<file path="src/rtl/light_bbox.sv">
// Scans a WIDTH x HEIGHT gray frame from RAM and reports the bounding box of bright pixels.
// Optional pixel counting and a MIN_PIXELS qualifier are enabled by defining LIGHT_BBOX_COUNT_EN.
module light_bbox #(
    parameter int unsigned WIDTH  = 320,
    parameter int unsigned HEIGHT = 240,
    parameter int unsigned RD_LAT = 2
`ifdef LIGHT_BBOX_COUNT_EN
    ,
    parameter int unsigned MIN_PIXELS = 4
`endif
) (
    input  logic        iCLK,
    input  logic        iRESET,
    input  logic        iSTART,
    input  logic [7:0]  iTHRESH,
    output logic [16:0] oADDR,
    input  logic [7:0]  iDATA,
    output logic        oBUSY,
    output logic        oDONE,
    output logic        oVALID,
    output logic [8:0]  oXMIN,
    output logic [8:0]  oXMAX,
    output logic [7:0]  oYMIN,
    output logic [7:0]  oYMAX
`ifdef LIGHT_BBOX_COUNT_EN
    ,
    output logic [16:0] oCOUNT
`endif
);

    localparam int unsigned NPIX       = WIDTH * HEIGHT;
    localparam logic [16:0] LAST_ADDR  = 17'(NPIX - 1);
    localparam logic [8:0]  LAST_X     = 9'(WIDTH - 1);
    localparam logic [2:0]  LAST_DRAIN = 3'(RD_LAT - 1);

    typedef enum logic [1:0] {StIdle, StScan, StDrain, StDone} state_e;

    state_e      state_q, state_d;
    logic        accept, scan;
    logic [16:0] addr_q;
    logic [8:0]  x_q;
    logic [7:0]  y_q;
    logic [2:0]  drain_q;
    logic [7:0]  thresh_q;

    // Coordinates travel alongside the read so they line up with iDATA.
    logic        pv_q [RD_LAT];
    logic [8:0]  px_q [RD_LAT];
    logic [7:0]  py_q [RD_LAT];

    logic        bright, found;
    logic [8:0]  xmin_q, xmax_q;
    logic [7:0]  ymin_q, ymax_q;

    logic        res_valid;
    logic [8:0]  res_xmin, res_xmax;
    logic [7:0]  res_ymin, res_ymax;
    logic        out_valid_q;
    logic [8:0]  out_xmin_q, out_xmax_q;
    logic [7:0]  out_ymin_q, out_ymax_q;

    always_ff @(posedge iCLK or posedge iRESET) begin
        if (iRESET) state_q <= StIdle;
        else        state_q <= state_d;
    end

    always_comb begin
        state_d = state_q;
        case (state_q)
            StIdle:  if (iSTART) state_d = StScan;
            StScan:  if (addr_q == LAST_ADDR) state_d = StDrain;
            StDrain: if (drain_q == LAST_DRAIN) state_d = StDone;
            StDone:  state_d = StIdle;
            default: state_d = StIdle;
        endcase
    end

    always_comb begin
        oBUSY  = (state_q != StIdle);
        oDONE  = (state_q == StDone);
        scan   = (state_q == StScan);
        accept = (state_q == StIdle) && iSTART;
    end

    always_ff @(posedge iCLK or posedge iRESET) begin
        if (iRESET) begin
            addr_q   <= '0;
            x_q      <= '0;
            y_q      <= '0;
            drain_q  <= '0;
            thresh_q <= '0;
        end else begin
            if (accept) thresh_q <= iTHRESH;
            if (scan) begin
                if (addr_q == LAST_ADDR) begin
                    addr_q <= '0;
                    x_q    <= '0;
                    y_q    <= '0;
                end else begin
                    addr_q <= addr_q + 17'd1;
                    if (x_q == LAST_X) begin
                        x_q <= '0;
                        y_q <= y_q + 8'd1;
                    end else begin
                        x_q <= x_q + 9'd1;
                    end
                end
            end
            if (state_q == StDrain) drain_q <= drain_q + 3'd1;
            else                    drain_q <= '0;
        end
    end

    assign oADDR = addr_q;

    always_ff @(posedge iCLK or posedge iRESET) begin
        if (iRESET) begin
            for (int i = 0; i < RD_LAT; i++) begin
                pv_q[i] <= 1'b0;
                px_q[i] <= '0;
                py_q[i] <= '0;
            end
        end else begin
            pv_q[0] <= scan;
            px_q[0] <= x_q;
            py_q[0] <= y_q;
            for (int i = 1; i < RD_LAT; i++) begin
                pv_q[i] <= pv_q[i-1];
                px_q[i] <= px_q[i-1];
                py_q[i] <= py_q[i-1];
            end
        end
    end

    assign bright = pv_q[RD_LAT-1] && (iDATA > thresh_q);

`ifdef LIGHT_BBOX_COUNT_EN
    localparam logic [16:0] CNT_SAT = 17'd76800;
    logic [16:0] cnt_q, out_cnt_q;

    always_ff @(posedge iCLK or posedge iRESET) begin
        if (iRESET)                          cnt_q <= '0;
        else if (accept)                     cnt_q <= '0;
        else if (bright && cnt_q != CNT_SAT) cnt_q <= cnt_q + 17'd1;
    end

    always_ff @(posedge iCLK or posedge iRESET) begin
        if (iRESET)                 out_cnt_q <= '0;
        else if (state_q == StDone) out_cnt_q <= cnt_q;
    end

    assign found     = (cnt_q != '0);
    assign res_valid = (cnt_q >= 17'(MIN_PIXELS));
    assign oCOUNT    = (state_q == StDone) ? cnt_q : out_cnt_q;
`else
    logic hit_q;

    always_ff @(posedge iCLK or posedge iRESET) begin
        if (iRESET)      hit_q <= 1'b0;
        else if (accept) hit_q <= 1'b0;
        else if (bright) hit_q <= 1'b1;
    end

    assign found     = hit_q;
    assign res_valid = hit_q;
`endif

    // First bright pixel seeds the box; later ones only widen it.
    always_ff @(posedge iCLK or posedge iRESET) begin
        if (iRESET) begin
            xmin_q <= '0;
            xmax_q <= '0;
            ymin_q <= '0;
            ymax_q <= '0;
        end else if (accept) begin
            xmin_q <= '0;
            xmax_q <= '0;
            ymin_q <= '0;
            ymax_q <= '0;
        end else if (bright) begin
            if (!found || px_q[RD_LAT-1] < xmin_q) xmin_q <= px_q[RD_LAT-1];
            if (!found || px_q[RD_LAT-1] > xmax_q) xmax_q <= px_q[RD_LAT-1];
            if (!found || py_q[RD_LAT-1] < ymin_q) ymin_q <= py_q[RD_LAT-1];
            if (!found || py_q[RD_LAT-1] > ymax_q) ymax_q <= py_q[RD_LAT-1];
        end
    end

    always_comb begin
        res_xmin = res_valid ? xmin_q : '0;
        res_xmax = res_valid ? xmax_q : '0;
        res_ymin = res_valid ? ymin_q : '0;
        res_ymax = res_valid ? ymax_q : '0;
    end

    always_ff @(posedge iCLK or posedge iRESET) begin
        if (iRESET) begin
            out_valid_q <= 1'b0;
            out_xmin_q  <= '0;
            out_xmax_q  <= '0;
            out_ymin_q  <= '0;
            out_ymax_q  <= '0;
        end else if (state_q == StDone) begin
            out_valid_q <= res_valid;
            out_xmin_q  <= res_xmin;
            out_xmax_q  <= res_xmax;
            out_ymin_q  <= res_ymin;
            out_ymax_q  <= res_ymax;
        end
    end

    // Results appear during the DONE cycle itself and are held afterwards.
    always_comb begin
        if (state_q == StDone) begin
            oVALID = res_valid;
            oXMIN  = res_xmin;
            oXMAX  = res_xmax;
            oYMIN  = res_ymin;
            oYMAX  = res_ymax;
        end else begin
            oVALID = out_valid_q;
            oXMIN  = out_xmin_q;
            oXMAX  = out_xmax_q;
            oYMIN  = out_ymin_q;
            oYMAX  = out_ymax_q;
        end
    end

endmodule

</file>
<file path="config.mk">
export PLATFORM = sky130hd
export DESIGN_NAME = light_bbox
export DESIGN_NICKNAME = d
export VERILOG_FILES = /design/src/rtl/light_bbox.sv
export SDC_FILE = /design/constraint.sdc
export NUM_CORES = 1
export LEC_CHECK = 0
export BUFFER_PORTS_ARGS = -buffer_cell sky130_fd_sc_hd__buf_2
export CAP_MARGIN = 30
export CORE_ASPECT_RATIO = 0.5
export CORE_UTILIZATION = 35
export DETAILED_ROUTE_END_ITERATION = 16
export PLACE_DENSITY = 0.63
export REMOVE_ABC_BUFFERS = 1
export SLEW_MARGIN = 20
export SYNTH_ARGS = -nofsm -noshare
export SYNTH_HDL_FRONTEND = slang
export SYNTH_SLANG_ARGS = --single-unit
</file>
<file path="constraint.sdc">
create_clock -name iCLK -period 8.5 [get_ports iCLK]
set_input_delay 1.275 -clock iCLK [delete_from_list [all_inputs] [get_ports iCLK]]
set_output_delay 1.275 -clock iCLK [all_outputs]
set_load 0.005 [all_outputs]
</file>
Yosys cells after proc, flatten, opt, wreduce, memory -nomap -nowiden
Index checks and enable logic that the tools add are counted.

Register bits: 153. Input port bits: 19. Output and inout bits: 54. Logic and storage cells: 94.

Add/sub/neg operators: 4. Order comparisons: 5. Equal/unequal tests: 9. Mux-type cells: 33. Reduce and logical (&&, ||, !) cells: 21.

Operators with widths (number): $mux 9 (12); $mux 8 (12); $add 17x1->17 const B (1); $eq 17x17->1 const B (1); $mux 17 (1); $gt 8x8->1 (2); $reduce_bool 2->1 (7); $reduce_and 2->1 (5); $add 9x1->9 const B (1); $eq 9x9->1 const B (1); $gt 9x9->1 (1); $lt 9x9->1 (1); $add 8x1->8 const B (1); $lt 8x8->1 (1); $pmux 2 s4 (1); $mux 2 (3); $eq 2x2->1 const B (2); $logic_or 1x1->1 (4); $ne 2x2->1 const B (2); $add 3x1->3 const B (1); $eq 3x1->1 const B (1); $mux 1 (3); $mux 3 (1); $reduce_and 3->1 (1); other kinds (5) (6).

Logic depth before layout (Yosys ltp)
Gate-level depths: netlist of run 1.

Word-level depth: 5. Mapped depth: 10. Depth with buffers taken out: 8.

Worst setup path before layout of run 1
No wires, ideal clock.

Path type: input to register. Start: in iDATA[1]. End: reg xmax_q[0]. Library setup time: 0.079 ns. Arrival: 2.737 ns. Required time: 8.421 ns. Slack: 5.684 ns. Cell stages on the path: 8. Buffers on the path: 1. Cells stage by stage: ha_1 nor2b_1 o211ai_1 a21o_1 a21oi_1 and2_1 buf_2 mux2i_1.

Longest elaborated chain between the ends: 4.

Ends and longest elaborated chain: from (decl) (RTL line 17) `input logic [7:0] iDATA,`; $gt 8x8->1 (RTL line 135) `assign bright = pv_q[RD_LAT-1] && (iDATA > thresh_q);`; $logic_and 1x1->1 (RTL line 135); $reduce_bool 2->1 (no source line); $reduce_and 2->1 (no source line); to (signal assigned) (RTL line 182) `if (!found || px_q[RD_LAT-1] > xmax_q) xmax_q <= px_q[RD_LAT-1];`; to (decl) (RTL line 52) `logic [8:0] xmin_q, xmax_q;`.

Every way passes these cells. A chain may end at the register's enable or synchronous reset.

Worst setup path after layout of run 1
Start: reg state_q[0]. End: out oXMAX[4].

Longest elaborated chain between the ends: 2.

Ends and longest elaborated chain: from (decl) (RTL line 38) `state_e state_q, state_d;`; from (signal assigned) (RTL line 63) `if (iRESET) state_q <= StIdle;`; from (signal assigned) (RTL line 64) `else state_q <= state_d;`; $eq 2x2->1 (RTL line 213) `if (state_q == StDone) begin`; $mux 9; to (decl) (RTL line 22) `output logic [8:0] oXMAX,`.

Every way passes these cells.

==> results.json, run 1 <==
{
  "rsz0062_at_grt": "no",
  "maxCapViolCount": 0,
  "slew_headroom_pct": 48.9,
  "antenna_found_initial": 1,
  "grt_pass1_vias": 4768,
  "hold_path_class": "reg -> reg",
  "p_switching_mw": 0.421,
  "timing.rr.start": "state_q[1]",
  "total_power_mw": 1.67,
  "ios": 73,
  "arrival_ns": 2.39,
  "dr.pass1.iters": 4,
  "reg2reg_depth": 6,
  "synthFlopType": "dfrtp_1",
  "synth_top_cell_area_share_pct": 55.1,
  "fmax_mhz": 273,
  "required_ns": 7.22,
  "post_cts_buffers": 0,
  "synthAdderAreaFrac_pct": 9.01,
  "finalSetupTns_ns": 0,
  "crit_cells": 7,
  "drv_slew": 0,
  "wirelength_um": 14500,
  "synth.area.mux_share_pct": 3.23,
  "rows": 35,
  "synth_edf_count": 0,
  "p_sw_share_pct": 25.1,
  "p_clk_share_pct": 45.7,
  "p_comb_share_pct": 7.9,
  "cts_buffers": 17,
  "yosys.cell_types.count": 47,
  "post-synth-top-count-cell": "dfrtp_1",
  "powerDensity_nw_per_um2": 204,
  "crit_slowest_cell": "and2_1",
  "slowest_delay_ns": 0.42,
  "ctsResizeCount": 0,
  "yosys_warnings": 0,
  "skew_ns": 0.0120,
  "port_buffers": 72,
  "design.die.area_um2": 20400,
  "die_y_um": 102,
  "rrSetupSlack_ns": 5.84,
  "cell_internal_pwr_mw": 1.25,
  "path_max_fanout": 42,
  "worst-path-buf-inv": 3,
  "gp_congestion": 0.821,
  "power.share.sequential_pct": 46.3,
  "coreArea_um2": 18900,
  "wl_per_cell_um": 14.2,
  "status": "complete, no violations",
  "drc": 0,
  "yosys.area.top_type": "dfrtp_1",
  "cts_sinks": 153,
  "p_leak_nw": 4.03,
  "async_flop_share_pct": 100,
  "startpoint": "state_q[0]",
  "worst_pin_slew_ns": 0.767,
  "fin_crit_sh_pct": 43.1,
  "yosysSeqAreaShare_pct": 55.1,
  "drive_gt1_share_pct": 16.8,
  "synth_top_family_by_area": "simple AND/OR/NAND/NOR gates",
  "hold_violations": 0,
  "grt_use_total_pct": 15.3,
  "cts_hold_buf": 0,
  "hpwlAfterDp_um": 10000,
  "vias_per_cell": 4.65,
  "min_period_ns": 3.66,
  "final_util_pct": 43.4,
  "synthSimpleGateAreaFrac_pct": 14.0,
  "die_w_um": 201,
  "gr-total-overflow": 0,
  "synth_common_cells": "dfrtp_1, nand2_1, inv_1",
  "crit_chain": "ha_1 > buf_4 > and2_1 > buf_8 > nand2_1 > o21ai_0 > buf_2",
  "cts_tree": "yes",
  "worstSetupEndpoint": "oXMAX[4]",
  "htreeDepth": 4,
  "syn_inst": 667,
  "setup_viol": 0,
  "cts_root_buf": "clkbuf_16",
  "area_delta_synth_final_pct": 18.3,
  "syn_area_um2": 6940,
  "start_kind": "register",
  "grt_max_degree": 79,
  "final_antenna_net_count": 0,
  "synthTopCellsByArea": "dfrtp_1, ha_1, nand2_1",
  "syn_area_per_cell_um2": 10.4,
  "post_synth_xor_area_fraction_pct": 3.15,
  "cts_buffer_depth": 2,
  "path_delay_family": "buffers and inverters",
  "clk_latency_ns": 0.42,
  "path_clk_slew_ns": 0.07,
  "cp-end-kind": "primary output",
  "floorplan.initialDensity_pct": 36.7,
  "synth_seq_cells": 153,
  "drt_iter0_drc": 286,
  "crit_type": "reg -> out",
  "grt_first_pass_wirelength_um": 24400,
  "nets": 814,
  "ir_drop_mv": 0.144,
  "r2r_end": "y_q[4]",
  "num_vias": 4734,
  "synth_compound_area_share_pct": 9.52
}
==> worst reg2reg max path: stages (launching register included) <==
cell	delay [ns]
dfrtp_1	0.41
inv_1	0.11
ha_1	0.67
and4_1	0.43
nor2b_1	0.59
buf_4	0.28
a21oi_1	0.05
==> power groups by stage <==
| stage | Sequential [mW] | Combinational, mW | Clock [mW] |
|---|---|---|---|
| 5_1_grt | 0.778 | 0.156 | 0.822 |
| 3_5_place_dp | 0.788 | 0.133 | 0 |
| 3_3_place_gp | 0.789 | 0.128 | 0 |
| 2_1_floorplan | 0.781 | 0.101 | 0 |
| 6_report | 0.775 | 0.133 | 0.765 |
| 4_1_cts | 0.774 | 0.134 | 0.786 |
==> routing by layer <==
| layer | global-route usage [%] | vias up | wire length (um) |
|---|---|---|---|
| met3 | 3.89 | 7 | 458 |
| met1 | 22.3 | 2298 | 7800 |
| met5 | 0 | - | 0 |
| li1 | - | 2380 | - |
| met4 | 5.07 | 0 | 92 |
| met2 | 22.3 | 49 | 6110 |
==> cells in the final DEF (no fill, tap or decap), types with 3 or more instances in the layout <==
master	instances
nand4_1	12
inv_1	85
inv_6	7
nand3_1	23
nand2_1	97
buf_2	72
nor2b_1	5
a21o_1	3
and3_1	8
mux2i_1	19
ha_1	50
and2_1	5
xor2_1	12
a21oi_1	14
o21ai_0	64
a211oi_1	3
buf_4	5
xnor2_1	13
nor2_1	29
dfrtp_1	153
clkbuf_16	17
and4_1	4
mux2_2	3
a22o_1	8
or3_1	3
nor3_1	3
and3_2	3
==> logic make-up (layout without fill, tap and decap cells) <==
kind of cell	count (synthesis)	count (layout)
simple gates	202	202
flops	153	153
compound gates	109	109
buf+inv	106	197
fa+ha+maj	50	50
xor+xnor	25	25
mux	22	22
other cells	0	1
==> area by class of cell <==
cell class / instances / area (um2)
clock buffers: 18 / 429
multi-input cells: 408 / 2700
fillers: 1828 / 10700
well taps: 259 / 324
clock inverters: 14 / 160
flip-flops and latches: 153 / 3830
inverters: 86 / 328
diodes: 1 / 2.50
repair buffers: 79 / 440
==> state kept, by name, indices dropped and copies added (netlist names) <==
| signal | count |
|---|---|
| px_q | 18 |
| oADDR | 17 |
| py_q | 16 |
| out_xmax_q | 9 |
| out_xmin_q | 9 |
| x_q | 9 |
| xmax_q | 9 |
| xmin_q | 9 |
| out_ymax_q | 8 |
| out_ymin_q | 8 |
| thresh_q | 8 |
| y_q | 8 |
| ymax_q | 8 |
| ymin_q | 8 |
| drain_q | 3 |
| pv_q | 2 |
| state_q | 2 |
| found | 1 |
| out_valid_q | 1 |
==> through the flow <==
stage	hold slack (ns)	worst slack [ns]	area [um2]	std cells
finish	0.342	4.84	8220	1018
global route	0.349	4.58	8210	1017
CTS	0.345	4.81	8190	1016
detailed placement	0.335	4.96	7600	984
global placement	0.332	4.93	7580	983
floorplan	0.331	3.10	6850	647
==> worst min path at each step <==
stage | slack, ns | start | cells past startpoint | to
2_1_floorplan | 0.33 | pv_q[1] | 0 | pv_q[0]
3_3_place_gp | 0.33 | py_q[15] | 0 | py_q[7]
3_5_place_dp | 0.33 | px_q[10] | 0 | px_q[1]
4_1_cts | 0.35 | px_q[10] | 0 | px_q[1]
5_1_grt | 0.35 | pv_q[1] | 0 | pv_q[0]
6_report | 0.34 | px_q[10] | 0 | px_q[1]
Power figures use the tool's default switching activity.
==> run 2, diff against run 1 <==
- ABC_AREA: default -> 1
- clock period: 8.5 -> 3.5 ns (I/O delays scaled with it)
==> results.json, run 2 <==
{
  "status": "complete, no violations",
  "slowest_delay_ns": 0.59,
  "synth_edf_count": 0,
  "drc": 0,
  "crit_chain": "ha_1 > buf_4 > nand3_1 > o21ai_0 > buf_2",
  "setup_viol": 0,
  "mostFrequentLayoutCell": "nand2_1",
  "dp_slack_ns": 1.17,
  "floorplan.initialDensity_pct": 36.6,
  "hold_violations": 0,
  "antenna_found_initial": 0,
  "worst-path-buf-inv": 2,
  "die_w_um": 206,
  "drv_slew": 0,
  "cp-end-kind": "primary output",
  "min_period_ns": 2.75,
  "hpwlAfterDp_um": 11500,
  "grt_pass1_vias": 5278,
  "ctsResizeCount": 0,
  "synth_top_cell_area_share_pct": 52.6,
  "power.share.sequential_pct": 39.3,
  "design.die.area_um2": 21400,
  "hold_path_class": "in -> async",
  "maxCapViolCount": 0,
  "ir_drop_mv": 0.287,
  "syn_area_um2": 7280,
  "syn_inst": 824,
  "grt_max_degree": 85,
  "crit_slowest_cell": "ha_1",
  "p_sw_share_pct": 35.4,
  "cts_sinks": 153,
  "skew_ns": 0.0124,
  "rrSetupSlack_ns": 1.42,
  "port_buffers": 72,
  "synth_common_cells": "nand2_1, dfrtp_1, inv_1",
  "worst_pin_slew_ns": 0.755,
  "cts_buffers": 17,
  "p_clk_share_pct": 32.2,
  "reg2reg_depth": 10,
  "gr-total-overflow": 0,
  "synthTopCellsByArea": "dfrtp_1, nand2_1, ha_1",
  "yosys.area.top_type": "dfrtp_1",
  "layout.cells.non_filler": 1185,
  "grt_first_pass_wirelength_um": 26400,
  "crit_cells": 5,
  "synthFlopType": "dfrtp_1",
  "dr.pass1.iters": 5,
  "synth_seq_cells": 153,
  "ios": 73,
  "p_switching_mw": 2.04,
  "numPlacedInstances": 1154,
  "drt_iter0_drc": 261,
  "post_cts_buffers": 0,
  "yosysSeqAreaShare_pct": 52.6,
  "slew_headroom_pct": 49.7,
  "path_clk_slew_ns": 0.06,
  "fmax_mhz": 363,
  "cts_hold_buf": 0,
  "clk_latency_ns": 0.42,
  "most-common-layout-cells": "nand2_1, dfrtp_1, inv_1",
  "powerDensity_nw_per_um2": 672,
  "total_power_mw": 5.76,
  "vias_per_cell": 4.58,
  "diodes": 0,
  "p_leak_nw": 4.53,
  "crit_type": "reg -> out",
  "num_vias": 5432,
  "cts_buffer_depth": 2,
  "coreArea_um2": 19900,
  "p_comb_share_pct": 28.5,
  "async_flop_share_pct": 100,
  "syn_area_per_cell_um2": 8.83,
  "yosys.cell_types.count": 32,
  "drive_gt1_share_pct": 15.2,
  "nets": 976,
  "grt_use_total_pct": 15.5,
  "cell_internal_pwr_mw": 3.72,
  "wl_per_cell_um": 13.3,
  "final_antenna_net_count": 0,
  "path_max_fanout": 24,
  "wirelength_um": 15800,
  "path_delay_family": "adder cells",
  "area_delta_synth_final_pct": 17.8,
  "start_kind": "register",
  "required_ns": 2.97,
  "rsz0062_at_grt": "no",
  "cts_tree": "yes",
  "post-synth-top-count-cell": "nand2_1",
  "worst_slack_ns": 0.748,
  "arrival_ns": 2.23,
  "htreeDepth": 4,
  "yosys_warnings": 0,
  "die_y_um": 104,
  "gp_congestion": 0.850,
  "cts_root_buf": "clkbuf_16",
  "regMostFlops": "px_q",
  "largest_reg_flops": 18,
  "rows": 36,
  "fin_crit_sh_pct": 78.6
}
run 2: layout make-up:
class / instances / area (um2)
fillers: 1976 / 11300
flip-flops and latches: 153 / 3830
multi-input cells: 510 / 2830
inverters: 144 / 546
clock buffers: 20 / 457
repair buffers: 81 / 448
well taps: 266 / 333
clock inverters: 11 / 135
run 2: per-layer routing:
| metal | GRT usage (%) | wire (um) | up-vias |
|---|---|---|---|
| met2 | 23.3 | 6900 | 100 |
| met4 | 4.25 | 150 | 0 |
| met1 | 22.6 | 8150 | 2562 |
| met3 | 3.13 | 596 | 16 |
| li1 | - | - | 2754 |
| met5 | 0 | 0 | - |
run 2: final timing paths:
path | startpoint | to
worst max-delay path | state_q[0] | oXMIN[0]
worst min-delay path | iRESET | y_q[6]
worst max register to register | thresh_q[3] | ymin_q[1]
worst min register to register | py_q[11] | py_q[3]
max in group asynchronous | iRESET | py_q[0]
min in group iCLK | iTHRESH[4] | thresh_q[4]
run 2: power groups by stage:
stage               Combinational, mW  Clock [mW]  Sequential [mW]
global placement                 1.58           0             2.28
CTS                              1.65        1.89             2.26
detailed placement               1.64           0             2.30
global route                     1.86        1.96             2.30
floorplan                        1.11           0             2.24
finish                           1.64        1.85             2.26
run 2: metrics by stage:
stage          instance area, um2  hold slack, ns  utilization, %  TNS (ns)
5_1_grt                      8570           0.309            43.1         0
3_5_place_dp                 7980           0.335            40.1         0
2_1_floorplan                7190           0.331               -   -175.41
4_1_cts                      8570           0.278            43.1         0
3_3_place_gp                 7950           0.332            39.9         0
6_report                     8570           0.248            43.1         0
run 2: cells by family (layout without fill, tap and decap cells):
group | Yosys count | count (layout) | share of synthesized area (%)
XOR/XNOR | 23 | 23 | 2.77
AO/OA/AOI/OAI | 79 | 79 | 6.62
buffers and inverters | 161 | 256 | 8.59
adder cells (fa/ha/maj) | 50 | 50 | 8.59
flip-flops | 153 | 153 | 52.6
AND/OR/NAND/NOR | 358 | 358 | 20.8
==> run 3, diff against run 2 <==
- PLACE_DENSITY: 0.63 -> 0.65
- clock period: 3.5 -> 2.3 ns (I/O delays scaled with it)
==> results.json, run 3 (synthesis gave the netlist of run 2 again) <==
{
  "skew_ns": 0.00920,
  "largest_reg_flops": 18,
  "setup_viol": 0,
  "vias_per_cell": 4.62,
  "crit_cells": 5,
  "reg2reg_depth": 9,
  "path_delay_family": "flip-flops",
  "most-common-layout-cells": "nand2_1, dfrtp_1, inv_1",
  "finalSetupTns_ns": 0,
  "place_area_um2": 8020,
  "final_antenna_net_count": 0,
  "min_to": "thresh_q[7]",
  "crit_chain": "ha_1 > nand2_1 > buf_6 > o21ai_0 > buf_2",
  "area_delta_synth_final_pct": 19.1,
  "fin_crit_sh_pct": 93.6,
  "design.die.area_um2": 21400,
  "path_clk_slew_ns": 0.06,
  "p_leak_nw": 4.58,
  "rsz0062_at_grt": "no",
  "worst_pin_slew_ns": 0.413,
  "die_y_um": 104,
  "htreeDepth": 4,
  "final_util_pct": 43.5,
  "rows": 36,
  "min_path_cells": 3,
  "hold_violations": 0,
  "gp_congestion": 0.831,
  "maxCapViolCount": 0,
  "wirelength_um": 15800,
  "slew_headroom_pct": 72.4,
  "gr-total-overflow": 0,
  "floorplan.initialDensity_pct": 36.6,
  "fmax_mhz": 464,
  "hold_path_class": "in -> reg",
  "crit_type": "reg -> out",
  "min_period_ns": 2.15,
  "regMostFlops": "px_q",
  "worst-path-buf-inv": 2,
  "status": "complete, no violations",
  "port_buffers": 72,
  "timing.rr.start": "state_q[0]",
  "dr.pass1.iters": 5,
  "post_cts_buffers": 0,
  "ir_drop_mv": 0.557,
  "grt_pass1_vias": 5681,
  "hpwlAfterDp_um": 11600,
  "drv_slew": 0,
  "coreArea_um2": 19900,
  "crit_slowest_cell": "dfrtp_1",
  "diodes": 0,
  "cts_buffer_depth": 2,
  "required_ns": 1.96,
  "rrSetupSlack_ns": 0.37,
  "clk_latency_ns": 0.41,
  "cts_tree": "yes",
  "nets": 983,
  "cts_buffers": 17,
  "num_vias": 5506,
  "wl_per_cell_um": 13.3,
  "final_area_um2": 8670,
  "powerDensity_nw_per_um2": 1030,
  "drc": 0,
  "arrival_ns": 1.81,
  "cts_root_buf": "clkbuf_16",
  "drive_gt1_share_pct": 15.9,
  "start_kind": "register",
  "mostFrequentLayoutCell": "nand2_1",
  "antenna_found_initial": 0,
  "grt_first_pass_wirelength_um": 27800,
  "r2r_end": "ymax_q[5]",
  "holdCritStartpoint": "iTHRESH[7]",
  "die_w_um": 206,
  "grt_max_degree": 49,
  "grt_use_total_pct": 16.3,
  "ios": 73,
  "drt_iter0_drc": 348,
  "cp-end-kind": "primary output",
  "path_max_fanout": 31,
  "hold_slack_ns": 0.135,
  "cts_sinks": 153,
  "slowest_delay_ns": 0.42
}
==> run 3: per-layer routing <==
layer,share of wire [%],vias up,GRT usage (%),wire length (um)
met3,3.8,10,4.01,600
met5,0,-,0,0
met2,46,84,25.7,7340
met4,0.91,0,4.57,144
met1,49,2637,22.1,7740
li1,-,2775,-,-
==> run 3: report_power, final <==
group	total [mW]	internal, mW	switching, mW
clock	2.96	1.87	1.09
combinational	2.56	0.886	1.67
sequential	3.44	3.14	0.298
==> run 3: layout make-up <==
type,count,area [um2]
clock inverter,11,169
sequential,153,3830
clock buffer,21,460
multi-input combinational,510,2830
inverter,144,546
tap,266,333
fill,1910,11200
timing repair buffer,88,503
==> run 3: what timing repair did <==
action,CTS,global route
hold buffers,1,0
endpoints found under the setup margin,0,10
gates resized for setup,0,3
hold endpoints to repair,40,0
==> run 3: how the worst max path moves through the flow <==
stage	start	to	slack, ns
final	state_q[0]	oVALID	0.15
after global placement	iDATA[3]	ymax_q[1]	0.23
after global routing	state_q[0]	oVALID	0.04
after CTS	state_q[0]	oVALID	0.04
after floorplan	iRESET	drain_q[0]	-2.17
after detailed placement	iDATA[7]	ymax_q[3]	0.17
==> run 3: worst register-to-register path: stages, from the launching register on <==
cell and delay, ns:
dfrtp_1 0.41, inv_1 0.11, ha_1 0.22, nand2_1 0.13, nand2_1 0.09, inv_1 0.21, nand2_1 0.22, nand2_1 0.30
nand2_1 0.11, nand2_1 0.07
==> run 3: stage by stage <==
stage / power, mW / std cells / setup WS (ns)
after global routing: 9.62 / 1193 / 0.0366
final: 8.97 / 1193 / 0.147
after floorplan: 5.10 / 807 / -2.17
after CTS: 9.05 / 1193 / 0.0425
after global placement: 5.92 / 1160 / 0.228
after detailed placement: 6.04 / 1160 / 0.173
